**config.mk**
```make
export PLATFORM = sky130hd
export DESIGN_NAME = operand_entry
export DESIGN_NICKNAME = d
export VERILOG_FILES = /design/src/rtl/operand_entry.sv
export SDC_FILE = /design/constraint.sdc
export NUM_CORES = 1
export LEC_CHECK = 0
export ABC_AREA = 1
export CAP_MARGIN = 20
export CORE_MARGIN = 1
export CORE_UTILIZATION = 50
export CTS_CLUSTER_DIAMETER = 100
export DETAILED_ROUTE_END_ITERATION = 7
export PLACE_DENSITY = 0.8
export SLEW_MARGIN = 40
export SYNTH_ARGS = -nofsm -noshare
export SYNTH_HDL_FRONTEND = slang
export SYNTH_SLANG_ARGS = --single-unit
```
**constraint.sdc**
```tcl
create_clock -name clk -period 1.8 [get_ports clk]
set_input_delay 0.27 -clock clk [delete_from_list [all_inputs] [get_ports clk]]
set_output_delay 0.27 -clock clk [all_outputs]
set_load 0.005 [all_outputs]
```
**src/rtl/operand_entry.sv**
```systemverilog
// rtl/operand_entry.sv - keypad operand entry: synchroniser, press debouncer, BCD operand builder
//
// Ports:
//   clk         system clock, all state on rising edge
//   rst         asynchronous active-high reset
//   value[3:0]  decoded key code (0-9 digit, 10-13 A-D operator, 14 '*', 15 '#'), asynchronous
//   valid       high while a decoded key is present, asynchronous
//   operand     four-digit BCD operand, most significant digit in [15:12]
//   digits      number of digits entered, 0-4
//   op          operator code: 00 add, 01 sub, 10 mul, 11 div
//   op_strobe   one-cycle pulse when an operator key is accepted
//   eq_strobe   one-cycle pulse when '#' is accepted
//   clr_strobe  one-cycle pulse when '*' is accepted
module operand_entry #(
  parameter int DEBOUNCE = 250000,
  parameter int RELEASE  = 250000
) (
  input  logic        clk,
  input  logic        rst,
  input  logic [3:0]  value,
  input  logic        valid,
  output logic [15:0] operand,
  output logic [2:0]  digits,
  output logic [1:0]  op,
  output logic        op_strobe,
  output logic        eq_strobe,
  output logic        clr_strobe
);

  localparam int CNT_LIMIT = (DEBOUNCE > RELEASE) ? DEBOUNCE : RELEASE;
  localparam int CW        = $clog2(CNT_LIMIT + 1);

  localparam logic [CW-1:0] DB_LAST  = CW'(DEBOUNCE - 1);
  localparam logic [CW-1:0] REL_LAST = CW'(RELEASE - 1);
  localparam logic [CW-1:0] CNT_MAX  = {CW{1'b1}};

  typedef enum logic [2:0] {
    S_IDLE,
    S_DEBOUNCE,
    S_ACCEPT,
    S_HELD,
    S_WAIT_RELEASE
  } state_t;

  logic          valid_s1, valid_s2;
  logic [3:0]    value_s1, value_s2;
  state_t        state_q, state_d;
  logic [CW-1:0] cnt_q, cnt_d, cnt_inc;
  logic [3:0]    cand_q, cand_d;

  // Two-flop synchroniser; nothing downstream looks at the raw inputs.
  always_ff @(posedge clk or posedge rst) begin
    if (rst) begin
      valid_s1 <= 1'b0;
      valid_s2 <= 1'b0;
      value_s1 <= 4'd0;
      value_s2 <= 4'd0;
    end else begin
      valid_s1 <= valid;
      valid_s2 <= valid_s1;
      value_s1 <= value;
      value_s2 <= value_s1;
    end
  end

  always_ff @(posedge clk or posedge rst) begin
    if (rst) begin
      state_q <= S_IDLE;
      cnt_q   <= '0;
      cand_q  <= 4'd0;
    end else begin
      state_q <= state_d;
      cnt_q   <= cnt_d;
      cand_q  <= cand_d;
    end
  end

  // Saturating increment: the counter holds at all-ones instead of wrapping.
  assign cnt_inc = (cnt_q == CNT_MAX) ? cnt_q : cnt_q + 1'b1;

  always_comb begin
    state_d = state_q;
    cnt_d   = cnt_q;
    cand_d  = cand_q;
    case (state_q)
      S_IDLE: begin
        if (valid_s2) begin
          state_d = S_DEBOUNCE;
          cand_d  = value_s2;
          cnt_d   = '0;
        end
      end
      S_DEBOUNCE: begin
        if (!valid_s2) begin
          state_d = S_IDLE;
          cnt_d   = '0;
        end else if (value_s2 != cand_q) begin
          // A different key appeared mid-bounce: restart on the new code.
          cand_d = value_s2;
          cnt_d  = '0;
        end else if (cnt_q == DB_LAST) begin
          state_d = S_ACCEPT;
          cnt_d   = '0;
        end else begin
          cnt_d = cnt_inc;
        end
      end
      S_ACCEPT: begin
        state_d = S_HELD;
        cnt_d   = '0;
      end
      S_HELD: begin
        if (!valid_s2) begin
          state_d = S_WAIT_RELEASE;
          cnt_d   = '0;
        end
      end
      S_WAIT_RELEASE: begin
        if (valid_s2) begin
          state_d = S_HELD;
          cnt_d   = '0;
        end else if (cnt_q == REL_LAST) begin
          state_d = S_IDLE;
          cnt_d   = '0;
        end else begin
          cnt_d = cnt_inc;
        end
      end
      default: begin
        state_d = S_IDLE;
        cnt_d   = '0;
      end
    endcase
  end

  // Key actions register on the edge that leaves ACCEPT, so their effect is
  // visible in the first HELD cycle. Strobes are spaced by at least one full
  // press, so the post-strobe clear never collides with a new action.
  always_ff @(posedge clk or posedge rst) begin
    if (rst) begin
      operand    <= 16'd0;
      digits     <= 3'd0;
      op         <= 2'b00;
      op_strobe  <= 1'b0;
      eq_strobe  <= 1'b0;
      clr_strobe <= 1'b0;
    end else begin
      op_strobe  <= 1'b0;
      eq_strobe  <= 1'b0;
      clr_strobe <= 1'b0;
      if (op_strobe || eq_strobe) begin
        operand <= 16'd0;
        digits  <= 3'd0;
      end
      if (state_q == S_ACCEPT) begin
        if (cand_q <= 4'd9) begin
          // Fifth digit and leading zeros are dropped.
          if (digits < 3'd4 && !(digits == 3'd0 && cand_q == 4'd0)) begin
            operand <= {operand[11:0], cand_q};
            digits  <= digits + 3'd1;
          end
        end else if (cand_q == 4'd14) begin
          operand    <= 16'd0;
          digits     <= 3'd0;
          op         <= 2'b00;
          clr_strobe <= 1'b1;
        end else if (cand_q == 4'd15) begin
          eq_strobe <= 1'b1;
        end else begin
          // Codes 10..13 map to 00..11; subtracting 2 from the low bits does that.
          op        <= cand_q[1:0] - 2'd2;
          op_strobe <= 1'b1;
        end
      end
    end
  end

endmodule

```
==> reports/qor.txt <==
status - complete, no violations
initial DRC count - 236
CTS tree - built
Synth-to-Final Area Change - 18.2%
total gr overflow - 0
Max Slew Vio Count - 0
Post-Route Skew - 7.49 ps
DIE HEIGHT - 81.1 µm
Global Route met1 Usage - 29.8%
M3 GR Usage - 6.85%
Final setup viols - 0
count of cell types in the netlist - 32
Top cell by count, worst path - nand2_1
core area - 0.00599 mm²
Most Crowded Layer GR - met2
CTS Buf Count - 9
final setup margin - 153 ps
Initial Utilization - 52.2%
Reg2Reg Setup Slack - 150 ps
post-CTS sizing - 0
vias in the first global route - 2575
Mapped Area - 0.00313 mm²
initial antenna violation count - 0
first-pass GRT wire length - 11200 µm
number of synthesized register bits - 59
RSZ-0062 raised after global routing - no
CTS clock-pin slew for the worst setup and hold paths - 70 ps
Crit path depth - 10
HP Class - in2async
most frequent cells in the layout - nand2_1, dfrtp_1, nor2_1, inv_1, nand3_1
Sw Ratio - 35.9%
Pleak - 1.79 nW
DRC - 0
vias per cell - 5.27
ant diodes - 0
fin nets - 452
Worst-Skew Late Latency - 340 ps
Syn. warnings - 0
ANT nets after route - 0
Die ar. - 0.00658 mm²
worst reg2reg startpoint - cnt_q[1]$_DFFE_PP0P_
Post-CTS Setup Repair Bufs - 0
register area share after synthesis - 47.2%
final period utilization - 91.5%
clk sinks - 59
reg2reg path depth - 10
PD cells - 1270 mW/mm²
critical path endpoint category - register
hold_buf cts - 0
FF-to-FF End - cnt_q[3]$_DFFE_PP0P_
I/O pin total - 31
Post-Synthesis Cells - 405
GRT met2 Usage - 34.5%
CP Cell Sequence - ha_1, inv_1, nor2_4, nand2_4, nor2_8, nand3_4, nand3b_1, nand2_1, nand2_1, nor2_1
CP Max Fanout - 13
Hold Fails Final Rpt - 0
sequential power share - 41.8%
post-DR wirelength/cell - 12.4 µm
largest net degree at the start of global routing - 60
slowest cell on the critical path - dfrtp_1
Tot Pwr - 0.00471 W
via count - 2748
# Max-Cap Violations - 0
Pint - 0.00302 W
Req. time, crit path - 2020 ps
Final Critical Period - 1650 ps
Max-slew headroom - 65.6%
Routed Wire Length - 6460 µm
Fillers - 509
CP peak stage delay - 390 ps
commonest non-fill, non-tap cell in the layout - nand2_1
Bufs and invs on worst path - 1
Psw - 0.00169 W
TritonRoute pass-1 iters - 5
total track usage - 22.6%
kind of critical path - reg2reg
Critical Path AT - 1870 ps
Die Span X - 81.1 µm
worst-margin pin slew - 513 ps
Clock Power Share - 22.9%
setup_tns - 0 ps
CTS root buffer - clkbuf_8
CP delay by family, top - simple AND/OR/NAND/NOR gates
H-tree Lvls - 3
placement row count - 28
placer's final routability congestion estimate - 0.858
startpoint types - register
Port Buf Inserts - 30
share of layout cells above drive strength 1 - 9.64%
Post-DP HPWL - 4550 µm
Multi-input gate area - 0.00141 mm²
Register Area - 0.00148 mm²
combinational power share - 35.3%
Post-Synthesis Mean Instance Area - 7.72 µm²
Longest Clk Path Bufs - 2
post-place setup slack - 189 ps
maximum vdd drop - 767 µV
fmax - 607 MHz
syn_nets - 415
-- power by group through the flow --
stage / combinational, W / clock [W] / sequential [W]
final: 0.00166 / 0.00108 / 0.00197
after global routing: 0.00187 / 0.00117 / 0.00201
after CTS: 0.00167 / 0.00110 / 0.00197
after detailed placement: 0.00166 / 0 / 0.00200
after global placement: 0.00161 / 0 / 0.00198
after floorplan: 0.000924 / 0 / 0.00196
-- layout make-up --
class                           instances  area share, %
Clock buffer                           11           4.09
Clock inverter                          4          0.710
Inverter                               49           4.97
Timing Repair Buffer                   36           9.68
Multi-Input combinational cell        287           38.1
Tap cell                               75           2.54
Sequential cell                        59           39.9
-- kinds of logic after synthesis --
group                    Yosys count  synth area share (%)
AO/OA/AOI/OAI                     51                  8.60
flip-flops                        59                  47.2
AND/OR/NAND/NOR                  232                  35.0
buffers and inverters             59                  7.76
XOR/XNOR                           1                 0.280
adder cells (fa/ha/maj)            3                  1.20
-- worst max path at each step --
stage / from / endpoint
6_report: cnt_q[1]$_DFFE_PP0P_ / cnt_q[3]$_DFFE_PP0P_
4_1_cts: cnt_q[1]$_DFFE_PP0P_ / cnt_q[3]$_DFFE_PP0P_
5_1_grt: cand_q[1]$_DFFE_PP0P_ / cnt_q[14]$_DFFE_PP0P_
3_3_place_gp: cnt_q[1]$_DFFE_PP0P_ / cnt_q[1]$_DFFE_PP0P_
3_5_place_dp: cnt_q[1]$_DFFE_PP0P_ / cnt_q[1]$_DFFE_PP0P_
2_1_floorplan: rst / cand_q[0]$_DFFE_PP0P_
-- registers in the layout (all words and copies together), names as in the netlist, 2 cells and up --
signal    cells
value_s1      4
digits        3
value_s2      4
cnt_q        18
operand      16
cand_q        4
state_q       3
op            2
-- cell usage after synthesis (all sizes together) --
library cell / number / area (µm²)
nand2: 99 / 382
nor2: 62 / 272
dfrtp: 59 / 1480
inv: 49 / 184
nand3: 41 / 243
o21ai: 32 / 171
a21oi: 18 / 90.1
nand4: 17 / 113
nor3: 7 / 40.0
buf: 6 / 41.3
clkbuf: 4 / 17.5
nand3b: 4 / 30.0
ha: 3 / 37.5
a22oi: 1 / 7.51
and2: 1 / 7.51
nor3b: 1 / 7.51
xnor2: 1 / 8.76
-- layer usage --
metal | wire length [µm] | vias to the layer above
met2 | 3100 | 73
met4 | 85 | 0
met5 | 0 | -
li1 | - | 1388
met1 | 2970 | 1277
met3 | 308 | 10
-- per-stage QoR --
step	hold WS (ps)	instances	utilization, %	cell area, µm²
after CTS	318	521	61.7	3700
after global routing	322	521	61.7	3700
final	301	521	61.7	3700
after floorplan	301	405	-	3130
after global placement	332	506	58.8	3520
after detailed placement	339	506	58.8	3520
-- tightest hold or removal path: cells and delay by family --
kind                   cells  cell delay (ps)
buffers and inverters      3              750
No activity file was read; power rests on OpenSTA's default activity.
